## src/rtl/vote_pkg.sv

```systemverilog
// Shared definitions for the vote capture front end: poll FSM state encodings
// and default tally sizing.
package vote_pkg;

  typedef enum logic [2:0] {
    ST_IDLE      = 3'd0,
    ST_WAIT_AUTH = 3'd1,
    ST_ARMED     = 3'd2,
    ST_LOCK      = 3'd3,
    ST_CLOSED    = 3'd4
  } poll_state_e;

  localparam int DEF_CNT_W     = 10;
  localparam int DEF_MAX_COUNT = 999;

endpackage

```

## src/rtl/vote_debounce.sv

```systemverilog
// One vote button: 2-flop synchronizer, stable-high counter and a single
// press pulse per continuous high period.
module vote_debounce #(
  parameter int DEBOUNCE_CYCLES = 4
) (
  input  logic clk,
  input  logic reset,
  input  logic btn_i,
  output logic press_o
);

  localparam int STABLE_W = $clog2(DEBOUNCE_CYCLES + 1);

  logic                sync1_q, sync2_q;
  logic [STABLE_W-1:0] stable_q, stable_d;
  logic                fired_q, fired_d;
  logic                press_q, press_d;

  // The counter saturates at DEBOUNCE_CYCLES; fired blocks re-triggering
  // until the synced input has dropped low at least once.
  always_comb begin
    stable_d = stable_q;
    fired_d  = fired_q;
    press_d  = 1'b0;
    if (!sync2_q) begin
      stable_d = '0;
      fired_d  = 1'b0;
    end else if (stable_q != STABLE_W'(DEBOUNCE_CYCLES)) begin
      stable_d = stable_q + 1'b1;
    end else if (!fired_q) begin
      press_d = 1'b1;
      fired_d = 1'b1;
    end
  end

  always_ff @(posedge clk) begin
    if (reset) begin
      sync1_q  <= 1'b0;
      sync2_q  <= 1'b0;
      stable_q <= '0;
      fired_q  <= 1'b0;
      press_q  <= 1'b0;
    end else begin
      sync1_q  <= btn_i;
      sync2_q  <= sync1_q;
      stable_q <= stable_d;
      fired_q  <= fired_d;
      press_q  <= press_d;
    end
  end

  assign press_o = press_q;

endmodule

```

## src/rtl/vote_capture.sv

```systemverilog
// Vote capture front end: debounces candidate buttons, runs the poll-control
// FSM and keeps one saturating tally per candidate for the display stage.
module vote_capture
  import vote_pkg::*;
#(
  parameter int NUM_CAND        = 3,
  parameter int CNT_W           = DEF_CNT_W,
  parameter int MAX_COUNT       = DEF_MAX_COUNT,
  parameter int DEBOUNCE_CYCLES = 4,
  parameter int LOCK_CYCLES     = 8
) (
  input  logic                clk,
  input  logic                reset,
  input  logic                open_poll,
  input  logic                close_poll,
  input  logic                auth,
  input  logic [NUM_CAND-1:0] vote_btn,
  input  logic [1:0]          disp_sel,
  output logic [CNT_W-1:0]    count,
  output logic [CNT_W+1:0]    total,
  output logic                ready,
  output logic                accepted,
  output logic                rejected,
  output logic                sat,
  output logic [2:0]          poll_state
);

  localparam int LOCK_W = (LOCK_CYCLES > 1) ? $clog2(LOCK_CYCLES) : 1;

  logic [NUM_CAND-1:0] press;
  logic [1:0]          pressIdx;
  logic [2:0]          pressCnt;

  poll_state_e         state_q, state_d;
  logic [LOCK_W-1:0]   lockCnt_q, lockCnt_d;
  logic [CNT_W-1:0]    tally_q [NUM_CAND];
  logic [CNT_W-1:0]    tally_d [NUM_CAND];
  logic [CNT_W+1:0]    total_q, total_d;
  logic                accepted_q, accepted_d;
  logic                rejected_q, rejected_d;
  logic                sat_q, sat_d;

  for (genvar g = 0; g < NUM_CAND; g++) begin : g_deb
    vote_debounce #(
      .DEBOUNCE_CYCLES(DEBOUNCE_CYCLES)
    ) u_deb (
      .clk    (clk),
      .reset  (reset),
      .btn_i  (vote_btn[g]),
      .press_o(press[g])
    );
  end

  // Number of simultaneous presses and the index of the (single) one.
  always_comb begin
    pressIdx = '0;
    pressCnt = '0;
    for (int i = 0; i < NUM_CAND; i++) begin
      if (press[i]) begin
        pressIdx = 2'(i);
        pressCnt = pressCnt + 3'd1;
      end
    end
  end

  // close_poll outranks every other event, including a press seen in ARMED.
  always_comb begin
    state_d    = state_q;
    lockCnt_d  = lockCnt_q;
    tally_d    = tally_q;
    total_d    = total_q;
    accepted_d = 1'b0;
    rejected_d = 1'b0;
    sat_d      = sat_q;
    if (close_poll && state_q != ST_IDLE) begin
      state_d = ST_CLOSED;
    end else begin
      case (state_q)
        ST_IDLE: begin
          if (open_poll) state_d = ST_WAIT_AUTH;
        end
        ST_WAIT_AUTH: begin
          if (auth) state_d = ST_ARMED;
        end
        ST_ARMED: begin
          if (pressCnt == 3'd1) begin
            accepted_d = 1'b1;
            state_d    = ST_LOCK;
            lockCnt_d  = LOCK_W'(LOCK_CYCLES - 1);
            if (tally_q[pressIdx] == CNT_W'(MAX_COUNT)) begin
              sat_d = 1'b1;
            end else begin
              tally_d[pressIdx] = tally_q[pressIdx] + 1'b1;
              total_d           = total_q + 1'b1;
            end
          end else if (pressCnt > 3'd1) begin
            rejected_d = 1'b1;
          end
        end
        ST_LOCK: begin
          if (lockCnt_q == '0) state_d = ST_WAIT_AUTH;
          else lockCnt_d = lockCnt_q - 1'b1;
        end
        ST_CLOSED: begin
          state_d = ST_CLOSED;
        end
        default: begin
          state_d = ST_IDLE;
        end
      endcase
    end
  end

  always_ff @(posedge clk) begin
    if (reset) begin
      state_q    <= ST_IDLE;
      lockCnt_q  <= '0;
      total_q    <= '0;
      accepted_q <= 1'b0;
      rejected_q <= 1'b0;
      sat_q      <= 1'b0;
      for (int i = 0; i < NUM_CAND; i++) tally_q[i] <= '0;
    end else begin
      state_q    <= state_d;
      lockCnt_q  <= lockCnt_d;
      total_q    <= total_d;
      accepted_q <= accepted_d;
      rejected_q <= rejected_d;
      sat_q      <= sat_d;
      tally_q    <= tally_d;
    end
  end

  // Out-of-range selections fall through to zero.
  always_comb begin
    count = '0;
    for (int i = 0; i < NUM_CAND; i++) begin
      if (disp_sel == 2'(i)) count = tally_q[i];
    end
  end

  assign total      = total_q;
  assign ready      = (state_q == ST_ARMED);
  assign accepted   = accepted_q;
  assign rejected   = rejected_q;
  assign sat        = sat_q;
  assign poll_state = state_q;

endmodule

```

## config.mk

```make
export PLATFORM = sky130hd
export DESIGN_NAME = vote_capture
export DESIGN_NICKNAME = d
export VERILOG_FILES = /design/src/rtl/vote_pkg.sv /design/src/rtl/vote_debounce.sv /design/src/rtl/vote_capture.sv
export SDC_FILE = /design/constraint.sdc
export NUM_CORES = 1
export LEC_CHECK = 0
export CORE_AREA = 4 4 92 94
export DETAILED_ROUTE_END_ITERATION = 6
export DIE_AREA = 0 0 96 98
export GPL_ROUTABILITY_DRIVEN = 1
export PLACE_DENSITY = 0.77
export SLEW_MARGIN = 20
export SYNTH_ARGS = -nofsm -noshare
export SYNTH_HDL_FRONTEND = slang
export SYNTH_HIERARCHICAL = 1
export SYNTH_SLANG_ARGS = --single-unit
```

## constraint.sdc

```tcl
create_clock -name clk -period 6.7 [get_ports clk]
set_clock_uncertainty 0.2 [all_clocks]
set_input_delay 1.34 -clock clk [delete_from_list [all_inputs] [get_ports clk]]
set_output_delay 1.34 -clock clk [all_outputs]
set_load 0.01 [all_outputs]
```

==> impl_metrics.yaml, run 1 <==
route:
  avgRoutedWirePerCell_um: 13.5
  initialDrtViolationCount: 150
  drc: 0
  vias: 2886
  wirelength_um: 7310
  detail-route-antenna-nets: 0
  drt_pass_1_iters: 6
  post_drt_via_cell_ratio: 5.31
timing:
  final-hold-violation-count: 0
  ratio_of_final_minimum_period_to_clock_period_pct: 77.3
  final_max_slew_viol_count: 0
  worst_slew_margin_relative_to_its_limit_pct: 49.8
  actual_slew_at_the_worst_max_slew_pin_ns: 0.753
  timing.setup.tns_ns: 0
  timing.fmax_mhz: 193
  final_min_period_ns: 5.18
  setup_repair_after_global_routing_missed_its_margin: "false"
  setup_failing_eps_final: 0
clock_tree:
  cts_buffers: 9
  cts_num_sinks: 72
  tritoncts: "yes"
  clk_root_buffer_cell: "clkbuf_8"
  clkSlewWorstSetupHoldPaths_ns: 0.08
  worst_skew_pair.late_latency_ns: 0.34
  postCtsResizedCells: 0
  cts_setup_buffers: 0
  ctsHtreeMaxLevel: 3
  cts.path.max_buffers: 2
  postCtsHoldBufs: 0
yosys:
  synth.area.top_cells: "dfxtp_1 39%, mux2i_1 9.1%, nor2_1 4.9%, ha_1 4.0%, mux2_2 3.3%"
  synthesized_net_count: 430
  netlist_area_sq_um: 3730
  netlist.area_leader.share_pct: 38.6
  yosysWarningCount: 6
  synth_enable_flop_cells: 0
  ys_types: 56
  yosysTopAreaCell: "dfxtp_1"
  syn-mean-instance-area_sq_um: 9.17
  postSynthRegisterBits: 72
  netlist_top_cells_count: "72 x dfxtp_1, 49 x nor2_1, 34 x mux2i_1"
  synth_seq_area_share_pct: 38.6
  postSynth.asyncResetShare_pct: 0
  syn-instance-count: 407
  yosysMostFrequentCell: "dfxtp_1"
  synth_flop_cell: "dfxtp_1"
layout:
  area_growth_pct: 16.5
  instances_no_fill: 543
  antennaDiodeCount: 0
  layout.nets: 459
  final_layout_size_suffix_gt1_share_pct: 12.5
place:
  numPlacedInstances: 527
  dp_hpwl_um: 5040
  portBuffers: 38
  gpl_congestion: 0.831
grt:
  overflow: 0
  antenna_found_initial: 0
  grt_pass1_wl_um: 12200
  grtUsageTotal_pct: 16.0
  grt_max_degree: 63
  vias_in_the_first_global_route: 2640
critical_path:
  setup.worst_path.class: "input port to output pin"
  critPathMaxFanout: 11
  critical_path_start_type: "input port"
  setup.worst_path.end_class: "output pin"
  worstPathRequired_ns: 5.16
  arrival_ns: 3.64
floorplan:
  floorplan.core_area_sq_um: 7650
  floorplan.io_pins: 39
  start_util_pct: 48.8
  fp-row-count: 32
  die_outline_area_sq_um: 9410
  fp.dieW_um: 96
  die_h_um: 98
min_path:
  hold_path_class: "flop to flop"
flow_run:
  timing.max_cap.violations: 0
pwr:
  leakage_nw: 1.59
  power.density_nw_per_um2: 199
  max_rail_drop_vdd_mv: 0.107
outcome:
  outcome: "complete, no violations"
registers in the layout, indices dropped and copies added, names as in the netlist, named ones only:
register,flops
g_deb.u_deb/press_o,3
total,12
poll_state,2
g_deb.u_deb/sync2_q,3
g_deb.u_deb/fired_q,3
accepted,1
sat,1
tally_q,30
g_deb.u_deb/stable_q,9
rejected,1
lockCnt_q,3
g_deb.u_deb/sync1_q,3
where the power goes:
part / internal [W] / switching [W]
combinational: 0.0000169 / 0.0000176
clock: 0.000241 / 0.000153
sequential: 0.000432 / 0.00000533
metrics by stage:
step           setup slack (ns)  hold WS (ns)  cell area (sq um)  total power (W)  utilization (%)
2_1_floorplan              2.96         0.198               3730         0.000469                -
3_3_place_gp               1.64         0.209               4110         0.000481             53.8
3_5_place_dp               1.55         0.211               4110         0.000482             53.8
4_1_cts                    1.54         0.222               4350         0.000872             56.8
5_1_grt                    1.35         0.236               4350         0.000898             56.8
6_report                   1.52         0.220               4350         0.000866             56.8
worst max-delay path, stage by stage:
cell             delay, ns
clkdlybuf4s50_1       0.77
nor2b_1               0.73
nand2_1               0.12
o21ai_0               0.11
clkdlybuf4s50_1       0.56
kinds of logic after synthesis:
family	after synthesis	synth area share, %
AND/OR/NAND/NOR	142	20.1
AO/OA/AOI/OAI	76	14.8
adder cells (fa/ha/maj)	13	4.56
buffers and inverters	44	5.83
XOR/XNOR	14	3.29
flip-flops	72	38.6
multiplexers	46	12.8
worst paths after layout:
check | start | end | slack [ns] | depth (start not counted)
min reg2reg | g_deb[0].u_deb/fired_q | g_deb[0].u_deb/press_o | 0.22 | 1
max | disp_sel[1] | count[5] | 1.52 | 5
min | g_deb[0].u_deb/fired_q | g_deb[0].u_deb/press_o | 0.22 | 1
max reg2reg | g_deb[1].u_deb/press_o | total[9] | 2.96 | 8
layout by cell type, fill, tap and decap left out, types with 13 or more instances in the layout:
cell type,synthesis,layout
nor2_1,49,49
mux2i_1,34,34
o21ai_0,16,16
a211oi_1,15,15
nand3_1,13,13
inv_1,22,22
a21oi_1,19,19
clkdlybuf4s50_1,0,37
nand2_1,24,24
dfxtp_1,72,72
metal layers:
metal	part of all wire, %	GRT usage (%)
met2	48	25.4
met4	1.3	6.56
met1	48	21.2
met5	0	0
met3	2.9	3.08
final cells by class:
class | instances | area, sq um
Clock buffer | 14 | 173
Multi-Input combinational cell | 291 | 2070
Fill cell | 658 | 3300
Clock inverter | 2 | 60.1
Tap cell | 102 | 128
Sequential cell | 72 | 1440
Inverter | 23 | 88.8
Timing Repair Buffer | 39 | 383
Power figures use the tool's default switching activity.
==> inputs of run 2 (changes only) <==
- clock period: 6.7 -> 5.1 ns (I/O delays scaled with it)
==> run 2 against run 1 <==
  * Setup slack worse by 0.74 ns
  * Via count is 1.5% higher
  * Hold slack worse by 0.0011 ns
  * Flip-flop and latch count unchanged
  * Critical path depth did not move
  * Count of clock-buffer cells in the layout fell by 2
  * Sequential power up 32%
  * Total power up 25%
  * Utilization is 0.23 points lower
  * Clock power rose by 18%
  * First-iteration DRC count fell by 12%
  * Largest cell class unchanged
==> impl_metrics.yaml, run 2 (same netlist as run 1, synthesis figures left out) <==
flow_run:
  timing.max_cap.violations: 0
clock_tree:
  postCtsHoldBufs: 0
  cts.path.max_buffers: 2
  clk_root_buffer_cell: "clkbuf_8"
  postCtsResizedCells: 0
  cts_setup_buffers: 0
  tritoncts: "yes"
  cts_num_sinks: 72
  cts_buffers: 9
  clkSlewWorstSetupHoldPaths_ns: 0.07
  ctsHtreeMaxLevel: 3
  worst_skew_pair.late_latency_ns: 0.35
floorplan:
  floorplan.io_pins: 39
  die_outline_area_sq_um: 9410
  die_h_um: 98
  fp.dieW_um: 96
  fp-row-count: 32
  floorplan.core_area_sq_um: 7650
  start_util_pct: 48.8
grt:
  grt_max_degree: 41
  grtUsageTotal_pct: 16.5
  vias_in_the_first_global_route: 2703
  grt_pass1_wl_um: 12400
  overflow: 0
  antenna_found_initial: 0
layout:
  layout.nets: 460
  most-common-layout-cells: "72 x dfxtp_1, 49 x nor2_1, 37 x clkdlybuf4s50_1"
  register_with_the_most_flip_flops: "tally_q"
  postLayoutCoreUtil_pct: 56.6
  instances_no_fill: 544
  most_common_library_cell_in_the_layout_ignoring_fill_and_taps: "dfxtp_1"
  number_of_flip_flops_in_the_largest_register: 30
  antennaDiodeCount: 0
  fin_area_sq_um: 4330
  area_growth_pct: 16.0
  final_layout_size_suffix_gt1_share_pct: 12.9
pwr:
  power.share.combinational_pct: 4.3
  share_seq_of_total_power_pct: 52.9
  internal-power_w: 0.000843
  power.density_nw_per_um2: 251
  max_rail_drop_vdd_mv: 0.180
  leakage_nw: 1.57
  switching_share_pct: 22.4
  share_clk_of_total_power_pct: 42.8
  power_switching_w: 0.000243
critical_path:
  arrival_ns: 3.10
  crit_chain: "clkdlybuf4s50_1 -> nor2b_1 -> nand2_1 -> o21ai_0 -> clkdlybuf4s50_1"
  critical_path_start_type: "input port"
  slowest_delay_ns: 0.68
  setup.worst_path.end_class: "output pin"
  critPathMostFrequentCell: "clkdlybuf4s50_1"
  crit_path_top_delay_cell: "clkdlybuf4s50_1"
  worstPathRequired_ns: 3.88
  regToRegSetupSlack_ns: 1.39
  setup.worst_path.class: "input port to output pin"
  critPathMaxFanout: 11
route:
  post_drt_via_cell_ratio: 5.39
  avgRoutedWirePerCell_um: 13.6
  wirelength_um: 7380
  detail-route-antenna-nets: 0
  initialDrtViolationCount: 132
  vias: 2930
  drt_pass_1_iters: 4
  drc: 0
timing:
  actual_slew_at_the_worst_max_slew_pin_ns: 0.744
  worst_slew_margin_relative_to_its_limit_pct: 50.4
  post-route-worst-setup-slack_ns: 0.779
  setup_repair_after_global_routing_missed_its_margin: "false"
  ratio_of_final_minimum_period_to_clock_period_pct: 84.7
  timing.fmax_mhz: 231
  final-hold-violation-count: 0
  setup_failing_eps_final: 0
  final_max_slew_viol_count: 0
  final_min_period_ns: 4.32
  timing.setup.tns_ns: 0
place:
  placement_stage_cell_area_sq_um: 4120
  gpl_congestion: 0.829
  dp_worst_setup_slack_ns: 0.756
  portBuffers: 38
  dp_hpwl_um: 5120
  numPlacedInstances: 528
outcome:
  outcome: "complete, no violations"
min_path:
  hold_path_class: "flop to flop"
==> run 2: cell types whose count changed in the layout (fill, tap and decap cells not counted), sizes merged <==
cell / delta
clkinvlp: +3
clkbuf: -2
buf: +1
bufinv: -1
==> run 2: worst max-delay path, delay by kind of cell <==
kind / cells / cell delay, ns
simple gates: 2 / 0.75
buf+inv: 2 / 1.24
compound gates: 1 / 0.09
==> run 2: power groups by stage <==
stage | clock network, W | logic [W] | registers, W
final | 0.000465 | 0.0000462 | 0.000575
after global routing | 0.000503 | 0.0000511 | 0.000576
after CTS | 0.000477 | 0.0000464 | 0.000574
after detailed placement | 0 | 0.0000462 | 0.000588
after global placement | 0 | 0.0000452 | 0.000587
after floorplan | 0 | 0.0000319 | 0.000585
==> run 2: path summary, 6_finish.rpt <==
| kind | endpoint | cells past startpoint | start |
|---|---|---|---|
| setup reg to reg | total[9] | 8 | g_deb[1].u_deb/press_o |
| hold reg to reg | g_deb[2].u_deb/press_o | 1 | g_deb[2].u_deb/fired_q |
| hold / removal | g_deb[2].u_deb/press_o | 1 | g_deb[2].u_deb/fired_q |
| setup / recovery | count[1] | 5 | disp_sel[0] |
==> run 2: layer usage <==
layer  track usage [%]  vias up  share of wire (%)
met5                 0        -                  0
met4              5.91        0                1.6
met3              4.24       13                4.2
met2              26.4       52                 47
met1              21.2     1387                 47
li1                  -     1478                  -
==> run 2: stage by stage <==
stage	power, W	hold slack [ns]
2_1_floorplan	0.000617	0.198
3_3_place_gp	0.000632	0.208
3_5_place_dp	0.000634	0.207
4_1_cts	0.00110	0.220
5_1_grt	0.00113	0.232
6_report	0.00109	0.219
==> run 2: area by class of cell <==
| class | count | area [sq um] |
|---|---|---|
| fill | 678 | 3320 |
| multi-input combinational | 291 | 2070 |
| sequential | 72 | 1440 |
| timing repair buffer | 40 | 390 |
| clock buffer | 12 | 155 |
| tap | 102 | 128 |
| inverter | 23 | 88.8 |
| clock inverter | 4 | 52.6 |
==> inputs of run 3 (changes only) <==
- PLACE_DENSITY: 0.77 -> 0.8
- clock period: 5.1 -> 3.86 ns (I/O delays scaled with it)
==> run 3 against run 2 <==
  * Utilization increased by 1.1 points
  * Non-clock buffer count increased by 11
  * Wire length increased by 1.5%
  * Combinational power increased by 35%
  * Setup slack got worse by 0.30 ns
  * Largest cell class unchanged
==> impl_metrics.yaml, run 3 (same netlist as run 1, synthesis figures left out) <==
pwr:
  power.density_nw_per_um2: 332
  leakage_nw: 1.64
  max_rail_drop_vdd_mv: 0.168
clock_tree:
  ctsHtreeMaxLevel: 3
  clkSlewWorstSetupHoldPaths_ns: 0.07
  cts_num_sinks: 72
  cts_setup_buffers: 0
  tritoncts: "yes"
  cts.path.max_buffers: 2
  clk_root_buffer_cell: "clkbuf_8"
  cts_buffers: 9
  worst_skew_pair.late_latency_ns: 0.35
  postCtsResizedCells: 0
  postCtsHoldBufs: 0
route:
  wirelength_um: 7490
  drt_pass_1_iters: 4
  initialDrtViolationCount: 136
  avgRoutedWirePerCell_um: 13.5
  vias: 2943
  detail-route-antenna-nets: 0
  post_drt_via_cell_ratio: 5.32
  drc: 0
layout:
  fin_area_sq_um: 4410
  final_layout_size_suffix_gt1_share_pct: 14.9
  most_common_library_cell_in_the_layout_ignoring_fill_and_taps: "dfxtp_1"
  number_of_flip_flops_in_the_largest_register: 30
  most-common-layout-cells: "72 x dfxtp_1, 49 x nor2_1, 37 x clkdlybuf4s50_1"
  register_with_the_most_flip_flops: "tally_q"
  antennaDiodeCount: 0
  num-fill-cells: 639
  layout.nets: 471
  area_growth_pct: 18.2
timing:
  timing.fmax_mhz: 296
  ratio_of_final_minimum_period_to_clock_period_pct: 87.6
  final_max_slew_viol_count: 0
  final_min_period_ns: 3.38
  worst_slew_margin_relative_to_its_limit_pct: 47.1
  setup_repair_after_global_routing_missed_its_margin: "false"
  timing.setup.tns_ns: 0
  final-hold-violation-count: 0
  setup_failing_eps_final: 0
  actual_slew_at_the_worst_max_slew_pin_ns: 0.787
grt:
  overflow: 0
  antenna_found_initial: 0
  grt_pass1_wl_um: 13100
  vias_in_the_first_global_route: 2924
  grt_max_degree: 41
  grtUsageTotal_pct: 17.2
floorplan:
  floorplan.core_area_sq_um: 7650
  fp.dieW_um: 96
  die_h_um: 98
  fp-row-count: 32
  start_util_pct: 48.8
  floorplan.io_pins: 39
  die_outline_area_sq_um: 9410
place:
  dp_hpwl_um: 5380
  portBuffers: 38
  placement_stage_cell_area_sq_um: 4200
  gpl_congestion: 0.878
critical_path:
  crit_chain: "clkdlybuf4s50_1 -> buf_4 -> nor2b_1 -> buf_4 -> nand2_1 -> o21ai_0 -> clkdlybuf4s50_1"
  slowest_delay_ns: 0.59
  critical_path_start_type: "input port"
  crit_path_top_delay_cell: "clkdlybuf4s50_1"
  arrival_ns: 2.41
  worstPathRequired_ns: 2.89
  setup.worst_path.end_class: "output pin"
  regToRegSetupSlack_ns: 0.60
  setup.worst_path.class: "input port to output pin"
  critPathMaxFanout: 10
outcome:
  outcome: "complete, no violations"
flow_run:
  timing.max_cap.violations: 0
min_path:
  hold_path_class: "flop to flop"
[run 3: changes by cell type in the layout (fill, tap and decap cells not counted)]
| cell | change |
|---|---|
| buf_4 | +11 |
| clkinvlp_4 | -3 |
| clkinv_2 | +2 |
| clkbuf_1 | -1 |
| bufinv_16 | +1 |
| clkbuf_8 | -1 |
[run 3: path summary, 6_finish.rpt]
check                    startpoint                endpoint  depth (start not counted)
max                     disp_sel[1]                count[3]                          7
min          g_deb[2].u_deb/fired_q  g_deb[2].u_deb/press_o                          1
max reg2reg  g_deb[1].u_deb/press_o             tally_q[21]                          9
min reg2reg  g_deb[2].u_deb/fired_q  g_deb[2].u_deb/press_o                          1
[run 3: worst max-delay path: cells and delay by family]
kind            cells  cell delay [ns]
buf+inv             4             1.36
compound gates      1             0.11
simple gates        2             0.17
[run 3: report_power, final]
part           leakage [nW]  total [W]  internal [W]  switching, W
sequential            0.582   0.000760      0.000750    0.00000955
combinational         0.954  0.0000625     0.0000317     0.0000308
clock                 0.108   0.000641      0.000372      0.000269
total                  1.64    0.00146       0.00115      0.000309
[run 3: layout make-up]
type / instances / area, sq um / area share [%]
clock buffers: 10 / 138 / 3.12
clock inverters: 4 / 70.1 / 1.59
inverters: 23 / 88.8 / 2.01
multi-input cells: 291 / 2070 / 47.0
flip-flops and latches: 72 / 1440 / 32.7
well taps: 102 / 128 / 2.89
repair buffers: 51 / 473 / 10.7
[run 3: stage by stage]
stage / setup slack, ns / hold WS, ns / util [%] / instances / total power (W)
6_report: 0.478 / 0.220 / 57.7 / 553 / 0.00146
3_3_place_gp: 0.505 / 0.207 / 55.0 / 539 / 0.000837
4_1_cts: 0.475 / 0.222 / 57.7 / 553 / 0.00147
2_1_floorplan: 1.10 / 0.198 / - / 407 / 0.000815
3_5_place_dp: 0.477 / 0.212 / 55.0 / 539 / 0.000840
5_1_grt: 0.380 / 0.245 / 57.7 / 553 / 0.00152
[run 3: routing by layer]
layer | GRT usage [%] | vias to the layer above | part of all wire [%]
li1 | - | 1496 | -
met3 | 3.93 | 14 | 4.6
met4 | 6.78 | 0 | 2.0
met5 | 0 | - | 0
met1 | 21.3 | 1368 | 45
met2 | 28.7 | 65 | 48
